===== src/rtl/bus_gearbox_fifo_if.sv =====
// Wide-write / narrow-read FIFO bus: write side carries up to RATIO lanes, read side one lane.
// The master drives requests and the slave (the FIFO) returns data, occupancy and status flags.
interface bus_gearbox_fifo_if #(
   parameter int OUT_W = 64,
   parameter int RATIO = 2,
   parameter int DEPTH = 32
);
   localparam int IN_W = OUT_W * RATIO;
   localparam int LW   = $clog2(RATIO) + 1;
   localparam int CW   = $clog2(DEPTH) + 1;

   logic             write_en;
   logic [LW-1:0]    write_lanes;
   logic [IN_W-1:0]  write_data;
   logic             read_en;
   logic             clear_err;
   logic [OUT_W-1:0] read_data;
   logic             read_valid;
   logic [CW-1:0]    level;
   logic             fifo_full;
   logic             fifo_almost_full;
   logic             fifo_empty;
   logic             overflow;
   logic             underflow;

   modport master (
      output write_en, write_lanes, write_data, read_en, clear_err,
      input  read_data, read_valid, level, fifo_full, fifo_almost_full,
             fifo_empty, overflow, underflow
   );

   modport slave (
      input  write_en, write_lanes, write_data, read_en, clear_err,
      output read_data, read_valid, level, fifo_full, fifo_almost_full,
             fifo_empty, overflow, underflow
   );
endinterface


===== src/rtl/bus_gearbox_fifo.sv =====
// Wide-to-narrow gearbox FIFO: writes push 1..RATIO lanes, reads pop one lane; 1-cycle registered read.
// No backpressure stall: writes lacking space and reads while empty are dropped and raise sticky error flags.
module bus_gearbox_fifo #(
   parameter int OUT_W    = 64,
   parameter int RATIO    = 2,
   parameter int DEPTH    = 32,
   parameter int AFULL_TH = 16
) (
   input  logic              clk,
   input  logic              rst,
   bus_gearbox_fifo_if.slave bus
);
   localparam int AW = $clog2(DEPTH);
   localparam int CW = AW + 1;

   logic [OUT_W-1:0] mem_q [DEPTH];

   logic [AW-1:0]    wr_ptr_q, wr_ptr_d;
   logic [AW-1:0]    rd_ptr_q, rd_ptr_d;
   logic [CW-1:0]    level_q, level_d;
   logic [OUT_W-1:0] read_data_q, read_data_d;
   logic             read_valid_q, read_valid_d;
   logic             overflow_q, overflow_d;
   logic             underflow_q, underflow_d;

   logic [CW-1:0]    free;
   logic [CW-1:0]    lanes_ext;
   logic             lanes_legal;
   logic             wr_acc;
   logic             wr_err;
   logic             rd_acc;
   logic             rd_err;
   logic [RATIO-1:0] lane_we;
   logic [AW-1:0]    lane_addr [RATIO];

   // Acceptance looks only at the registered level: a same-cycle pop never makes room for a push.
   always_comb begin
      free        = CW'(DEPTH) - level_q;
      lanes_ext   = CW'(bus.write_lanes);
      lanes_legal = (lanes_ext != '0) && (lanes_ext <= CW'(RATIO));
      wr_acc      = bus.write_en && lanes_legal && (lanes_ext <= free);
      wr_err      = bus.write_en && (lanes_ext != '0) && !wr_acc;
      rd_acc      = bus.read_en && (level_q != '0);
      rd_err      = bus.read_en && (level_q == '0);
   end

   always_comb begin
      for (int k = 0; k < RATIO; k++) begin
         lane_addr[k] = wr_ptr_q + AW'(k);
         lane_we[k]   = wr_acc && (lanes_ext > CW'(k));
      end
   end

   always_comb begin
      wr_ptr_d     = wr_ptr_q;
      rd_ptr_d     = rd_ptr_q;
      read_data_d  = read_data_q;
      read_valid_d = 1'b0;
      level_d      = level_q;

      if (wr_acc) begin
         wr_ptr_d = wr_ptr_q + AW'(bus.write_lanes);
      end
      if (rd_acc) begin
         rd_ptr_d     = rd_ptr_q + AW'(1);
         read_data_d  = mem_q[rd_ptr_q];
         read_valid_d = 1'b1;
      end
      level_d = level_q + (wr_acc ? lanes_ext : '0) - CW'(rd_acc);

      // A new error in the same cycle as clear_err leaves the flag set.
      overflow_d  = (overflow_q  && !bus.clear_err) || wr_err;
      underflow_d = (underflow_q && !bus.clear_err) || rd_err;
   end

   always_ff @(posedge clk) begin
      if (rst) begin
         wr_ptr_q     <= '0;
         rd_ptr_q     <= '0;
         level_q      <= '0;
         read_data_q  <= '0;
         read_valid_q <= 1'b0;
         overflow_q   <= 1'b0;
         underflow_q  <= 1'b0;
      end else begin
         wr_ptr_q     <= wr_ptr_d;
         rd_ptr_q     <= rd_ptr_d;
         level_q      <= level_d;
         read_data_q  <= read_data_d;
         read_valid_q <= read_valid_d;
         overflow_q   <= overflow_d;
         underflow_q  <= underflow_d;
      end
   end

   // Storage is never cleared; reset only blocks the write on its own edge.
   always_ff @(posedge clk) begin
      for (int k = 0; k < RATIO; k++) begin
         if (!rst && lane_we[k]) begin
            mem_q[lane_addr[k]] <= bus.write_data[k*OUT_W +: OUT_W];
         end
      end
   end

   assign bus.read_data        = read_data_q;
   assign bus.read_valid       = read_valid_q;
   assign bus.level            = level_q;
   assign bus.fifo_full        = free < CW'(RATIO);
   assign bus.fifo_almost_full = level_q >= CW'(AFULL_TH);
   assign bus.fifo_empty       = level_q == '0;
   assign bus.overflow         = overflow_q;
   assign bus.underflow        = underflow_q;
endmodule


===== src/flat_wrapper.sv =====
// flat-port wrapper written by rule: the top's interface ports become plain ports
module bus_gearbox_fifo_flat 
#(
   parameter int OUT_W    = 64,
   parameter int RATIO    = 2,
   parameter int DEPTH    = 32,
   parameter int AFULL_TH = 16
)
  (clk, rst, bus_write_en, bus_write_lanes, bus_write_data, bus_read_en, bus_clear_err, bus_read_data, bus_read_valid, bus_level, bus_fifo_full, bus_fifo_almost_full, bus_fifo_empty, bus_overflow, bus_underflow);
  bus_gearbox_fifo_if #(.OUT_W(OUT_W), .RATIO(RATIO), .DEPTH(DEPTH)) bus_i ();
  input  logic clk;
  input  logic rst;
  input wire logic [$bits(bus_i.write_en)-1:0] bus_write_en;
  input wire logic [$bits(bus_i.write_lanes)-1:0] bus_write_lanes;
  input wire logic [$bits(bus_i.write_data)-1:0] bus_write_data;
  input wire logic [$bits(bus_i.read_en)-1:0] bus_read_en;
  input wire logic [$bits(bus_i.clear_err)-1:0] bus_clear_err;
  output wire logic [$bits(bus_i.read_data)-1:0] bus_read_data;
  output wire logic [$bits(bus_i.read_valid)-1:0] bus_read_valid;
  output wire logic [$bits(bus_i.level)-1:0] bus_level;
  output wire logic [$bits(bus_i.fifo_full)-1:0] bus_fifo_full;
  output wire logic [$bits(bus_i.fifo_almost_full)-1:0] bus_fifo_almost_full;
  output wire logic [$bits(bus_i.fifo_empty)-1:0] bus_fifo_empty;
  output wire logic [$bits(bus_i.overflow)-1:0] bus_overflow;
  output wire logic [$bits(bus_i.underflow)-1:0] bus_underflow;
  assign bus_i.write_en = bus_write_en;
  assign bus_i.write_lanes = bus_write_lanes;
  assign bus_i.write_data = bus_write_data;
  assign bus_i.read_en = bus_read_en;
  assign bus_i.clear_err = bus_clear_err;
  assign bus_read_data = bus_i.read_data;
  assign bus_read_valid = bus_i.read_valid;
  assign bus_level = bus_i.level;
  assign bus_fifo_full = bus_i.fifo_full;
  assign bus_fifo_almost_full = bus_i.fifo_almost_full;
  assign bus_fifo_empty = bus_i.fifo_empty;
  assign bus_overflow = bus_i.overflow;
  assign bus_underflow = bus_i.underflow;
  bus_gearbox_fifo #(.OUT_W(OUT_W), .RATIO(RATIO), .DEPTH(DEPTH), .AFULL_TH(AFULL_TH)) u_core (.clk(clk), .rst(rst), .bus(bus_i));
endmodule

===== config.mk =====
export PLATFORM = sky130hd
export DESIGN_NAME = bus_gearbox_fifo_flat
export DESIGN_NICKNAME = d
export VERILOG_FILES = /design/src/rtl/bus_gearbox_fifo_if.sv /design/src/rtl/bus_gearbox_fifo.sv /design/src/flat_wrapper.sv
export SDC_FILE = /design/constraint.sdc
export NUM_CORES = 2
export LEC_CHECK = 0
export CELL_PAD_IN_SITES_DETAIL_PLACEMENT = 1
export CELL_PAD_IN_SITES_GLOBAL_PLACEMENT = 1
export CORE_ASPECT_RATIO = 2
export CORE_MARGIN = 2
export CORE_UTILIZATION = 30
export CTS_CLUSTER_DIAMETER = 150
export DETAILED_ROUTE_END_ITERATION = 12
export PLACE_DENSITY = 0.47
export SYNTH_ARGS = -nofsm -noshare
export SYNTH_HDL_FRONTEND = slang
export SYNTH_SLANG_ARGS = --single-unit

===== constraint.sdc =====
create_clock -name clk -period 13.4 [get_ports clk]
set_input_delay 2.01 -clock clk [delete_from_list [all_inputs] [get_ports clk]]
set_output_delay 2.01 -clock clk [all_outputs]
set_load 0.005 [all_outputs]

# After elaboration in Yosys (flattened, before gate mapping)

Memory sizes are Yosys's and may differ from the RTL's. A register that Yosys moved wholly into a read port is not among the register bits.
Cells that the tools add are included.

Register bits: 19
Memory bits (writable): 2048
Input port bits: 135
Output and inout bits: 76
Word-level logic and storage cells: 46
Memories kept: 1

Memories:

| memory       | depth | bits a word | read ports | clocked after Yosys merged registers in | wr ports | RTL line               | source |
|---|---|---|---|---|---|---|---|
| u_core.mem_q | 32    | 64          | 1          | 1                                       | 2        | bus_gearbox_fifo.sv:16 | `logic [OUT_W-1:0] mem_q [DEPTH];` |

$add $sub $neg: 6
Order comparisons: 6
Mux-type cells: 6
Reductions and logical operators: 21

Operators by type and width:

| cell                                                                                | number |
|---|---|
| 1-bit logical AND                                                                   | 13 |
| 5-bit by 1-bit adder with 5-bit output, second input constant                       | 2 |
| 6-bit adder                                                                         | 1 |
| 6-bit by 5-bit greater-or-equal comparator with 1-bit output, second input constant | 1 |
| 2-bit by 6-bit <= comparator with 1-bit output                                      | 1 |
| 6-bit logical NOT                                                                   | 1 |
| 6-bit by 2-bit < comparator with 1-bit output, second input constant                | 1 |
| 6-bit nonzero test                                                                  | 1 |
| 6-bit by 1-bit subtractor with 6-bit output                                         | 1 |
| 6-bit subtractor, first input constant                                              | 1 |
| 5-bit by 2-bit adder with 5-bit output                                              | 1 |
| 1-bit 2-to-1 mux                                                                    | 5 |
| 2-bit by 1-bit greater-than comparator with 1-bit output, second input constant     | 2 |
| 1-bit logical NOT                                                                   | 3 |
| 2-bit <= comparator, second input constant                                          | 1 |
| 1-bit logical OR                                                                    | 2 |
| 2-bit 2-to-1 mux                                                                    | 1 |
| 2-bit nonzero test                                                                  | 1 |

# Depth between registers and ports, before layout

Depth after elaboration: 8
Depth in mapped cells: 18
Depth with buffers taken out: 17

# Least setup slack after synthesis

No wires, ideal clock.

Path kind: in2reg
From: in bus_write_lanes[1]
To: mem u_core.mem_q[11][0], enable pin
Setup time: 0.661 ns
Arrival time: 9.652 ns
Data required time: 12.739 ns
Slack: 3.087 ns
Cell stages on the path: 7
Cells stage by stage: ha_1 -> nor2b_1 -> a2bb2oi_1 -> o211ai_1 -> buf_2 -> nand2_1 -> o41ai_1

RTL lines:

| element         | RTL line               | source |
|---|---|---|
| start, declared | flat_wrapper.sv:14     | `input wire logic [$bits(bus_i.write_lanes)-1:0] bus_write_lanes;` |
| end, declared   | bus_gearbox_fifo.sv:16 |  |

==> impl_metrics.json <==
{
  "outcome": "finished clean",
  "holdCritStartpoint": "u_core.bus.read_data[6]",
  "met1_length_mm": 156,
  "synth_edf_count": 2048,
  "dpl.hpwl_mm": 257,
  "cts_resized": 0,
  "finalWorstSetupSlack_ps": 6430,
  "routed_wl_mm": 423,
  "cts.sinks": 2131,
  "rsz0062_at_grt": "no",
  "path_max_fanout": 27,
  "cts_buffer_depth": 4,
  "critPathKind": "primary input to flip-flop",
  "ant_nets": 0,
  "clkTransAtPathRegs_ps": 60,
  "grt_remaining_overflow": 0,
  "grt_antenna_before_repair": 15,
  "start_util": 0.301,
  "p_leak_nw": 37.2,
  "reg2reg_from": "u_core.bus.level[0]",
  "power_density_mw_per_mm2": 136,
  "finalHoldViolCount": 0,
  "post_route_cells_drive_above_1_share": 0.452,
  "wl_per_cell_um": 37.4,
  "finalSetupViolCount": 0,
  "ir_worst_vdd_mv": 0.102,
  "worst_pin_slew_ps": 1400,
  "area_growth_pct": 13.1,
  "gp_congestion": 0.783,
  "ys.flop_type": "edfxtp_1",
  "min_period_ps": 6970,
  "wl_met3_mm": 12.5,
  "rrSetupSlack_ps": 8110,
  "endpoint_kind": "flip-flop",
  "cts_setup_buffers": 0,
  "synth_nets": 6713,
  "fp-row-count": 309,
  "synth_seq_cells": 2131,
  "num_vias": 61400,
  "cp_data_required_time_ps": 13930,
  "dr.pass1.iters": 5,
  "max_slew_margin": 0.0658,
  "hold_class": "flip-flop to flip-flop",
  "clock_skew_ps": 53.2,
  "drt_iter0_drc": 4229,
  "min_to": "u_core.bus.read_data[6]",
  "die_area_mm2": 0.360,
  "max_freq_ghz": 0.143,
  "root_buffer": "clkbuf_16",
  "grt_pass1_vias": 67500,
  "synth_warnings": 0,
  "r2r-end": "u_core.mem_q[1][20]",
  "via_per_inst": 5.44,
  "hold_depth": 2,
  "grt_pass1_wl_mm": 576,
  "clkLatencyLatePin_ps": 950,
  "cap_violations": 0,
  "portBuffers": 210,
  "dp_slack_ps": 5480,
  "num_io_pins": 211,
  "synthCells": 6558,
  "track_usage": 0.231,
  "nNetsFinal": 6602,
  "fillers": 35400,
  "power.total_mw": 16.4,
  "start_kind": "primary input",
  "drc": 0,
  "synthArstFlopShare": 0,
  "grt_max_degree": 97,
  "cts_tree": "yes",
  "wl_met2_mm": 240,
  "dr.max_layer_used": "met5",
  "cts_buffers": 218,
  "avgSynthCellArea_um2": 16.2,
  "maxSlewViolCount": 0,
  "core_mm2": 0.354,
  "fin_crit_sh": 0.520,
  "cp.arrival_ps": 7500,
  "syn-cell-area_mm2": 0.106,
  "hold_buffers": 0,
  "die_x_um": 425,
  "r2r_cells": 12,
  "tns_ps": 0,
  "ctsHtreeMaxLevel": 4,
  "synth_seq_area_share": 0.593,
  "synth_cell_types": 58,
  "final_core_util": 0.341,
  "die_height_um": 847
}
## critical path: stages
cell             delay (ps)
clkdlybuf4s50_1         670
inv_1                   160
ha_1                    330
and2_1                  280
nand3_2                 700
o21ai_0                 510
nand3_1                 630
nor2_4                  880
buf_4                   610
buf_4                   590
## per-stage QoR
step,hold slack (ps),cells,cell area (um^2)
floorplan,449,6558,106000
global placement,453,10900,114000
detailed placement,451,10900,114000
CTS,465,11300,120000
global route,494,11300,120000
finish,464,11300,120000
## cells by family (layout without fill, tap and decap cells)
| kind of cell | count (synthesis) | in the layout | synth area share |
|---|---|---|---|
| AOI/OAI and AO/OA | 480 | 480 | 0.0326 |
| xor gates and xnor gates | 7 | 7 | 0.000576 |
| adders and majority gates | 20 | 20 | 0.00249 |
| buffers and inverters | 829 | 895 | 0.0323 |
| DFF | 2131 | 2131 | 0.593 |
| muxes | 2757 | 2757 | 0.321 |
| other | 0 | 7 | 0 |
| and+or+nand+nor | 334 | 334 | 0.0177 |
## cell usage in the layout (no fill, tap or decap), types with 7 or more instances in the layout
cell	Yosys	final
edfxtp_1	2048	2048
nand2_1	106	103
inv_1	17	17
mux2_1	65	65
dfxtp_1	83	78
buf_4	56	259
clkinv_2	0	24
a22o_1	63	63
nor2b_1	16	11
o211ai_1	43	43
clkinv_1	1	46
diode_2	0	7
mux4_2	319	319
clkdlybuf4s50_1	0	195
nand4_1	12	12
nand3_1	37	31
nand3_4	0	12
o31ai_1	69	65
clkbuf_1	584	73
a211oi_1	22	22
clkbuf_8	0	12
ha_1	18	18
mux2i_1	345	345
buf_12	0	10
bufinv_16	0	10
nor4_4	12	12
a22oi_1	105	105
nor2_1	55	29
a21oi_1	10	10
nor2_4	0	26
o22ai_1	149	149
mux2_2	2028	2028
buf_2	86	14
nor4_1	48	47
clkbuf_16	0	224
## Yosys cell counts, types with 16 or more instances
| cell type | number | area, um^2 |
|---|---|---|
| buf_1 | 83 | 312 |
| edfxtp_1 | 2048 | 61500 |
| o31ai_1 | 69 | 518 |
| buf_2 | 86 | 430 |
| buf_4 | 56 | 420 |
| nand2_1 | 106 | 398 |
| clkbuf_1 | 584 | 2190 |
| nor2b_1 | 16 | 100 |
| nand3_1 | 37 | 185 |
| inv_1 | 17 | 63.8 |
| a22oi_1 | 105 | 788 |
| mux2i_1 | 345 | 3450 |
| dfxtp_1 | 83 | 1660 |
| mux4_2 | 319 | 7180 |
| mux2_2 | 2028 | 22800 |
| nor2_1 | 55 | 206 |
| ha_1 | 18 | 225 |
| nor4_1 | 48 | 300 |
| a211oi_1 | 22 | 165 |
| o22ai_1 | 149 | 932 |
| mux2_1 | 65 | 732 |
| a22o_1 | 63 | 552 |
| o211ai_1 | 43 | 323 |
## flip-flops by register name (all words and copies together), names as in the netlist
signal                 count
u_core.bus.underflow       1
u_core.rd_ptr_q            5
u_core.bus.read_valid      1
u_core.bus.read_data      64
u_core.mem_q            2048
u_core.bus.overflow        1
u_core.wr_ptr_q            5
u_core.bus.level           6
## how the worst max path moves through the flow
stage,startpoint,to,slack (ps),cells past startpoint
2_1_floorplan,bus_write_lanes[1],u_core.mem_q[11][0],3090,7
5_1_grt,bus_write_lanes[1],u_core.mem_q[1][20],6250,10
3_5_place_dp,bus_write_lanes[1],u_core.mem_q[1][29],5480,10
3_3_place_gp,bus_write_lanes[1],u_core.mem_q[1][29],5480,10
6_report,bus_write_lanes[1],u_core.mem_q[1][20],6430,10
4_1_cts,bus_write_lanes[1],u_core.mem_q[1][20],6450,10
## report_power, final
| group | total, mW | leakage, nW | switching (mW) | internal [mW] |
|---|---|---|---|---|
| registers | 7.51 | 19.1 | 0.125 | 7.39 |
| clock network | 6.12 | 3.28 | 2.80 | 3.32 |
| logic | 2.82 | 14.8 | 1.56 | 1.26 |
| total | 16.4 | 37.2 | 4.48 | 12.0 |
## layout make-up
type / count / area [um^2] / area share
Clock inverter: 88 / 682 / 0.00566
Sequential cell: 2131 / 63200 / 0.524
Timing Repair Buffer: 480 / 4200 / 0.0349
Multi-Input combinational cell: 3598 / 40400 / 0.336
Antenna cell: 7 / 17.5 / 0.000145
Tap cell: 4665 / 5840 / 0.0485
Inverter: 18 / 67.6 / 0.000561
Clock buffer: 309 / 6040 / 0.0502
## layer usage
| metal | vias to the layer above | global-route usage |
|---|---|---|
| li1 | 25800 | - |
| met1 | 33700 | 0.252 |
| met2 | 1346 | 0.458 |
| met3 | 584 | 0.0224 |
| met4 | 14 | 0.0723 |
| met5 | - | 0 |
(Power assumes the default switching activity.)
